$ cat src/rtl/pingpong_ram_pkg.sv
// Shared types and default sizing for the ping-pong RAM.
package pingpong_ram_pkg;
  localparam int DEF_DATA_W = 64;
  localparam int DEF_DEPTH  = 8;

  typedef enum logic [1:0] {
    FREE = 2'd0,
    FILL = 2'd1,
    FULL = 2'd2
  } bank_state_t;
endpackage

$ cat src/rtl/pingpong_bank.sv
// One storage bank: byte-enable synchronous write, combinational read.
module pingpong_bank
  import pingpong_ram_pkg::*;
#(
  parameter  int DATA_W = DEF_DATA_W,
  parameter  int DEPTH  = DEF_DEPTH,
  localparam int BE_W   = DATA_W / 8,
  localparam int AW     = $clog2(DEPTH)
) (
  input  logic              clk,
  input  logic              we,
  input  logic [AW-1:0]     waddr,
  input  logic [DATA_W-1:0] wdata,
  input  logic [BE_W-1:0]   wbe,
  input  logic [AW-1:0]     raddr,
  output logic [DATA_W-1:0] rdata
);

  logic [DATA_W-1:0] mem [DEPTH];

  // Contents are deliberately not reset.
  always_ff @(posedge clk) begin
    if (we) begin
      for (int i = 0; i < BE_W; i++) begin
        if (wbe[i]) mem[waddr][8*i +: 8] <= wdata[8*i +: 8];
      end
    end
  end

  assign rdata = mem[raddr];

endmodule

$ cat src/rtl/pingpong_ram.sv
// Two-bank ping-pong RAM: bank ownership state machine, pointers, read register, error flags.
// Optional sticky protocol-error flags are enabled by defining PINGPONG_RAM_ERR_EN.
module pingpong_ram
  import pingpong_ram_pkg::*;
#(
  parameter  int DATA_W = DEF_DATA_W,
  parameter  int DEPTH  = DEF_DEPTH,
  localparam int BE_W   = DATA_W / 8,
  localparam int AW     = $clog2(DEPTH)
) (
  input  logic              clk,
  input  logic              rst,
  input  logic              wr_valid,
  output logic              wr_ready,
  input  logic [AW-1:0]     wr_addr,
  input  logic [DATA_W-1:0] wr_data,
  input  logic [BE_W-1:0]   wr_be,
  input  logic              wr_commit,
  input  logic              rd_en,
  input  logic [AW-1:0]     rd_addr,
  output logic [DATA_W-1:0] rd_data,
  output logic              rd_valid,
  output logic              rd_avail,
  input  logic              rd_release,
  output logic              err_wr,
  output logic              err_rd
);

  bank_state_t       st [2];
  bank_state_t       st_n [2];
  logic              wsel, rsel, wsel_n, rsel_n;
  logic              wr_fire, commit_fire, rd_fire, rel_fire;
  logic [DATA_W-1:0] bank_rdata [2];

  assign wr_ready    = (st[wsel] == FILL);
  assign rd_avail    = (st[rsel] == FULL);
  assign wr_fire     = wr_valid & wr_ready & ~rst;
  assign commit_fire = wr_commit & wr_ready;
  assign rd_fire     = rd_en & rd_avail;
  assign rel_fire    = rd_release & rd_avail;

  for (genvar b = 0; b < 2; b++) begin : g_bank
    pingpong_bank #(.DATA_W(DATA_W), .DEPTH(DEPTH)) u_bank (
      .clk   (clk),
      .we    (wr_fire && (wsel == 1'(b))),
      .waddr (wr_addr),
      .wdata (wr_data),
      .wbe   (wr_be),
      .raddr (rd_addr),
      .rdata (bank_rdata[b])
    );
  end

  // Commit is resolved first so release can see where the writer lands next.
  always_comb begin
    st_n   = st;
    wsel_n = wsel;
    rsel_n = rsel;
    if (commit_fire) begin
      st_n[wsel] = FULL;
      wsel_n     = ~wsel;
      if (st[~wsel] == FREE) st_n[~wsel] = FILL;
    end
    if (rel_fire) begin
      rsel_n     = ~rsel;
      st_n[rsel] = (rsel == wsel_n) ? FILL : FREE;
    end
  end

  always_ff @(posedge clk) begin
    if (rst) begin
      st[0]    <= FILL;
      st[1]    <= FREE;
      wsel     <= 1'b0;
      rsel     <= 1'b0;
      rd_data  <= '0;
      rd_valid <= 1'b0;
    end else begin
      st       <= st_n;
      wsel     <= wsel_n;
      rsel     <= rsel_n;
      rd_valid <= rd_fire;
      if (rd_fire) rd_data <= bank_rdata[rsel];
    end
  end

`ifdef PINGPONG_RAM_ERR_EN
  always_ff @(posedge clk) begin
    if (rst) begin
      err_wr <= 1'b0;
      err_rd <= 1'b0;
    end else begin
      if ((wr_valid | wr_commit) & ~wr_ready) err_wr <= 1'b1;
      if ((rd_en | rd_release) & ~rd_avail)   err_rd <= 1'b1;
    end
  end
`else
  assign err_wr = 1'b0;
  assign err_rd = 1'b0;
`endif

endmodule

$ cat config.mk
export PLATFORM = sky130hd
export DESIGN_NAME = pingpong_ram
export DESIGN_NICKNAME = d
export VERILOG_FILES = /design/src/rtl/pingpong_ram_pkg.sv /design/src/rtl/pingpong_bank.sv /design/src/rtl/pingpong_ram.sv
export SDC_FILE = /design/constraint.sdc
export NUM_CORES = 1
export LEC_CHECK = 0
export BUFFER_PORTS_ARGS = -buffer_cell sky130_fd_sc_hd__buf_2
export CAP_MARGIN = 0
export CORE_MARGIN = 5
export CORE_UTILIZATION = 56
export CTS_BUF_LIST = sky130_fd_sc_hd__clkbuf_4
export DETAILED_ROUTE_END_ITERATION = 8
export PLACE_DENSITY = 0.75
export SLEW_MARGIN = 5
export SYNTH_ARGS = -nofsm -noshare
export SYNTH_HDL_FRONTEND = slang
export SYNTH_SLANG_ARGS = --single-unit
$ cat constraint.sdc
create_clock -name clk -period 3.5 [get_ports clk]
set_input_delay 0.525 -clock clk [delete_from_list [all_inputs] [get_ports clk]]
set_output_delay 0.525 -clock clk [all_outputs]
set_load 0.05 [all_outputs]
==> metrics <==
crit path DAT about 2.7 ns; Max IR drop VDD between 0.3 and 0.4 mV; CTS tree built; post-cts resize count 0; Crit Reg-Reg Startpoint st[2]; crit path capture type output port; buffers added on ports 150; Antenna Nets Post-Route 0; Die W approximately 280 um; CP Max Fanout 19; critical path required time 2.97 ns; Cell Pwr Density between 500 and 600 nW/um^2; root buffer cell clkbuf_4; Detail Placement HPWL 55900 um; max incr delay on CP between 0.6 and 0.7 ns; Critical path buffers and inverters 1; Syn Std Cell Area 41800 um^2; Gate Count Post-Synth ~2000; Most used DFF post-synth edfxtp_1; Worst Hold End g_bank[1].u_bank.mem[1][25]; total core area 74200 um^2; total die area 80100 um^2; Bufs on Longest Clock Path 4; number of clock sinks roughly 1100; final worst slack approximately 0.29 ns; initial drt markers 1924; layout cells sized above 1 between 30% and 40%; syn avg cell area about 21 um^2; delay-heaviest family, CP flip-flops; Overflow after GRT 0; worst slack, placed ~0.76 ns; Final Hold Fails 0; FMAX slightly above 0.3 GHz; worst reg2reg path endpoint g_bank[0].u_bank.mem[3][49]; worst skew pair latency 1.07 ns; dpl cell area between 40000 and 50000 um^2; Area growth syn-to-layout 16.2%; first-pass GRT wire length roughly 140000 um; Final Setup Violations 0; number of global-route vias before repair about 23000; starting density of the core around 56%; Synth warnings 0; clock slew at reported path FFs 0.07 ns; P_leak between 0.015 and 0.02 uW; number of I/O pins about 150; Worst Hold Class in -> reg; final worst path period need roughly 3.2 ns; total negative slack 0 ns; outcome finished clean; reg2reg setup slack 0.92 ns; post-synth top area cell edfxtp_1; RSZ-0062 raised after global routing no; CP Class reg -> out; Die Height 283 um; Clock Skew ~0.084 ns; post-synth cell types 41; Slew headroom 34.0%; maxcap violations 0; fin crit share between 90% and 100%; cell row count 100; Total GRT Usage between 20% and 30%; largest net degree at the start of global routing ~100; hold slack final 0.154 ns; Post-synth EDFFs approximately 1000; Hold Startpoint wr_be[3]; sequential fraction of the synthesis area 77.0%; most common cell after layout, fill and taps aside edfxtp_1; Fill cells 4800; cells along the critical path and3b_1, or2_1, buf_2; most frequent cells in the layout edfxtp_1 (1024), clkbuf_4 (434), nor2_1 (260); slowest library cell on the worst path dfxtp_4; H-Tree Level Count 5; CTS Buf Count 287; max-slew violations 0; worst slew pin tran roughly 1 ns; drt first pass iters 5; vias per cell between 5 and 6; top cells by area, synth edfxtp_1 (74%), mux4_2 (14%), dfxtp_1 (3.4%), mux2i_1 (3.1%), nor2_1 (2.3%); top-area cell type share of the netlist area between 70% and 80%; Worst setup SP type flop; #FFs+latches synth 1095; Layout Nets between 2000 and 3000; # DRC 0; gpl congestion 0.793; initial antenna violation count 5; wire length per cell 24.4 um; FF-to-FF path depth 5; final design instance area without fill a little under 50000 um^2; Min-Delay Path Depth 4; Final Total Pwr approximately 26000 uW; total wire length 89500 um; via count 21470; asr flop ratio synth 0%
## registers in the layout (all words and copies together) (netlist names)
register           cells
wsel                   1
g_bank.u_bank.mem   1024
rsel                   1
st                     4
rd_data               64
rd_valid               1
## worst max path at each step
| stage | start | end | slack [ns] | cells after the start |
|---|---|---|---|---|
| after floorplan | wr_addr[2] | g_bank[0].u_bank.mem[4][48] | 1.30 | 5 |
| after global placement | wr_addr[1] | g_bank[0].u_bank.mem[7][24] | 0.78 | 4 |
| after detailed placement | wr_addr[1] | g_bank[0].u_bank.mem[7][47] | 0.76 | 4 |
| after CTS | rsel | rd_avail | 0.16 | 3 |
| after global routing | rsel | rd_avail | 0.13 | 3 |
| final | rsel | rd_avail | 0.29 | 3 |
## cell type report
class	instances	area, um^2	share of cell area [%]
Clock inverter	44	255	0.526
Timing Repair Buffer	348	2640	5.44
Antenna cell	3	7.51	0.0155
Clock buffer	434	3260	6.71
Sequential cell	1095	32200	66.3
Multi-Input combinational cell	767	8960	18.5
Inverter	3	11.3	0.0232
Tap cell	969	1210	2.50
## cells in the mapped netlist, types with 2 or more instances
master / number
dfxtp_1: 71
a21oi_1: 3
mux4_2: 256
buf_4: 2
inv_1: 3
buf_2: 22
or3b_1: 2
nand3_1: 3
clkbuf_1: 49
a211o_1: 62
buf_1: 5
edfxtp_1: 1024
mux2i_1: 128
buf_6: 28
nand3b_1: 3
nor2_1: 260
o221ai_1: 2
o21ai_1: 2
a31oi_1: 2
nor2b_1: 2
nand2_1: 21
## tightest hold or removal path, cell delays in order
cell	delay [ns]
buf_2	0.10
nand2_1	0.16
nor2_1	0.15
buf_4	0.19
## per-stage QoR
step                      util, %  instances
after floorplan                 -       1971
after global placement       59.6       3108
after detailed placement     59.6       3108
after CTS                    65.4       3660
after global routing         65.4       3661
final                        65.4       3663
## cell families after synthesis
kind of cell | count (synthesis) | share of synthesized area, %
AO/OA/AOI/OAI | 80 | 1.63
buffers and inverters | 109 | 1.57
flip-flops | 1095 | 77.0
multiplexers | 384 | 16.9
other | 1 | 0.00898
AND/OR/NAND/NOR | 301 | 2.87
## power by group
group / switching (uW) / internal [uW]
sequential: 49.5 / 14400
combinational: 797 / 530
clock: 4800 / 5830
## layer usage
metal	track usage, %	part of all wire [%]	up-vias
li1	-	-	9297
met1	31.1	40	11007
met2	36.1	50	1030
met3	6.31	9.0	132
met4	7.34	1.6	4
met5	0	0.029	-
## repair_timing
| action | in CTS | in global routing |
|---|---|---|
| setup endpoints to repair | 1 | 0 |
| hold buffers | 73 | 0 |
| setup buffers | 1 | 0 |
| endpoints found under the hold margin | 1049 | 0 |
No activity file was read; power rests on OpenSTA's default activity.
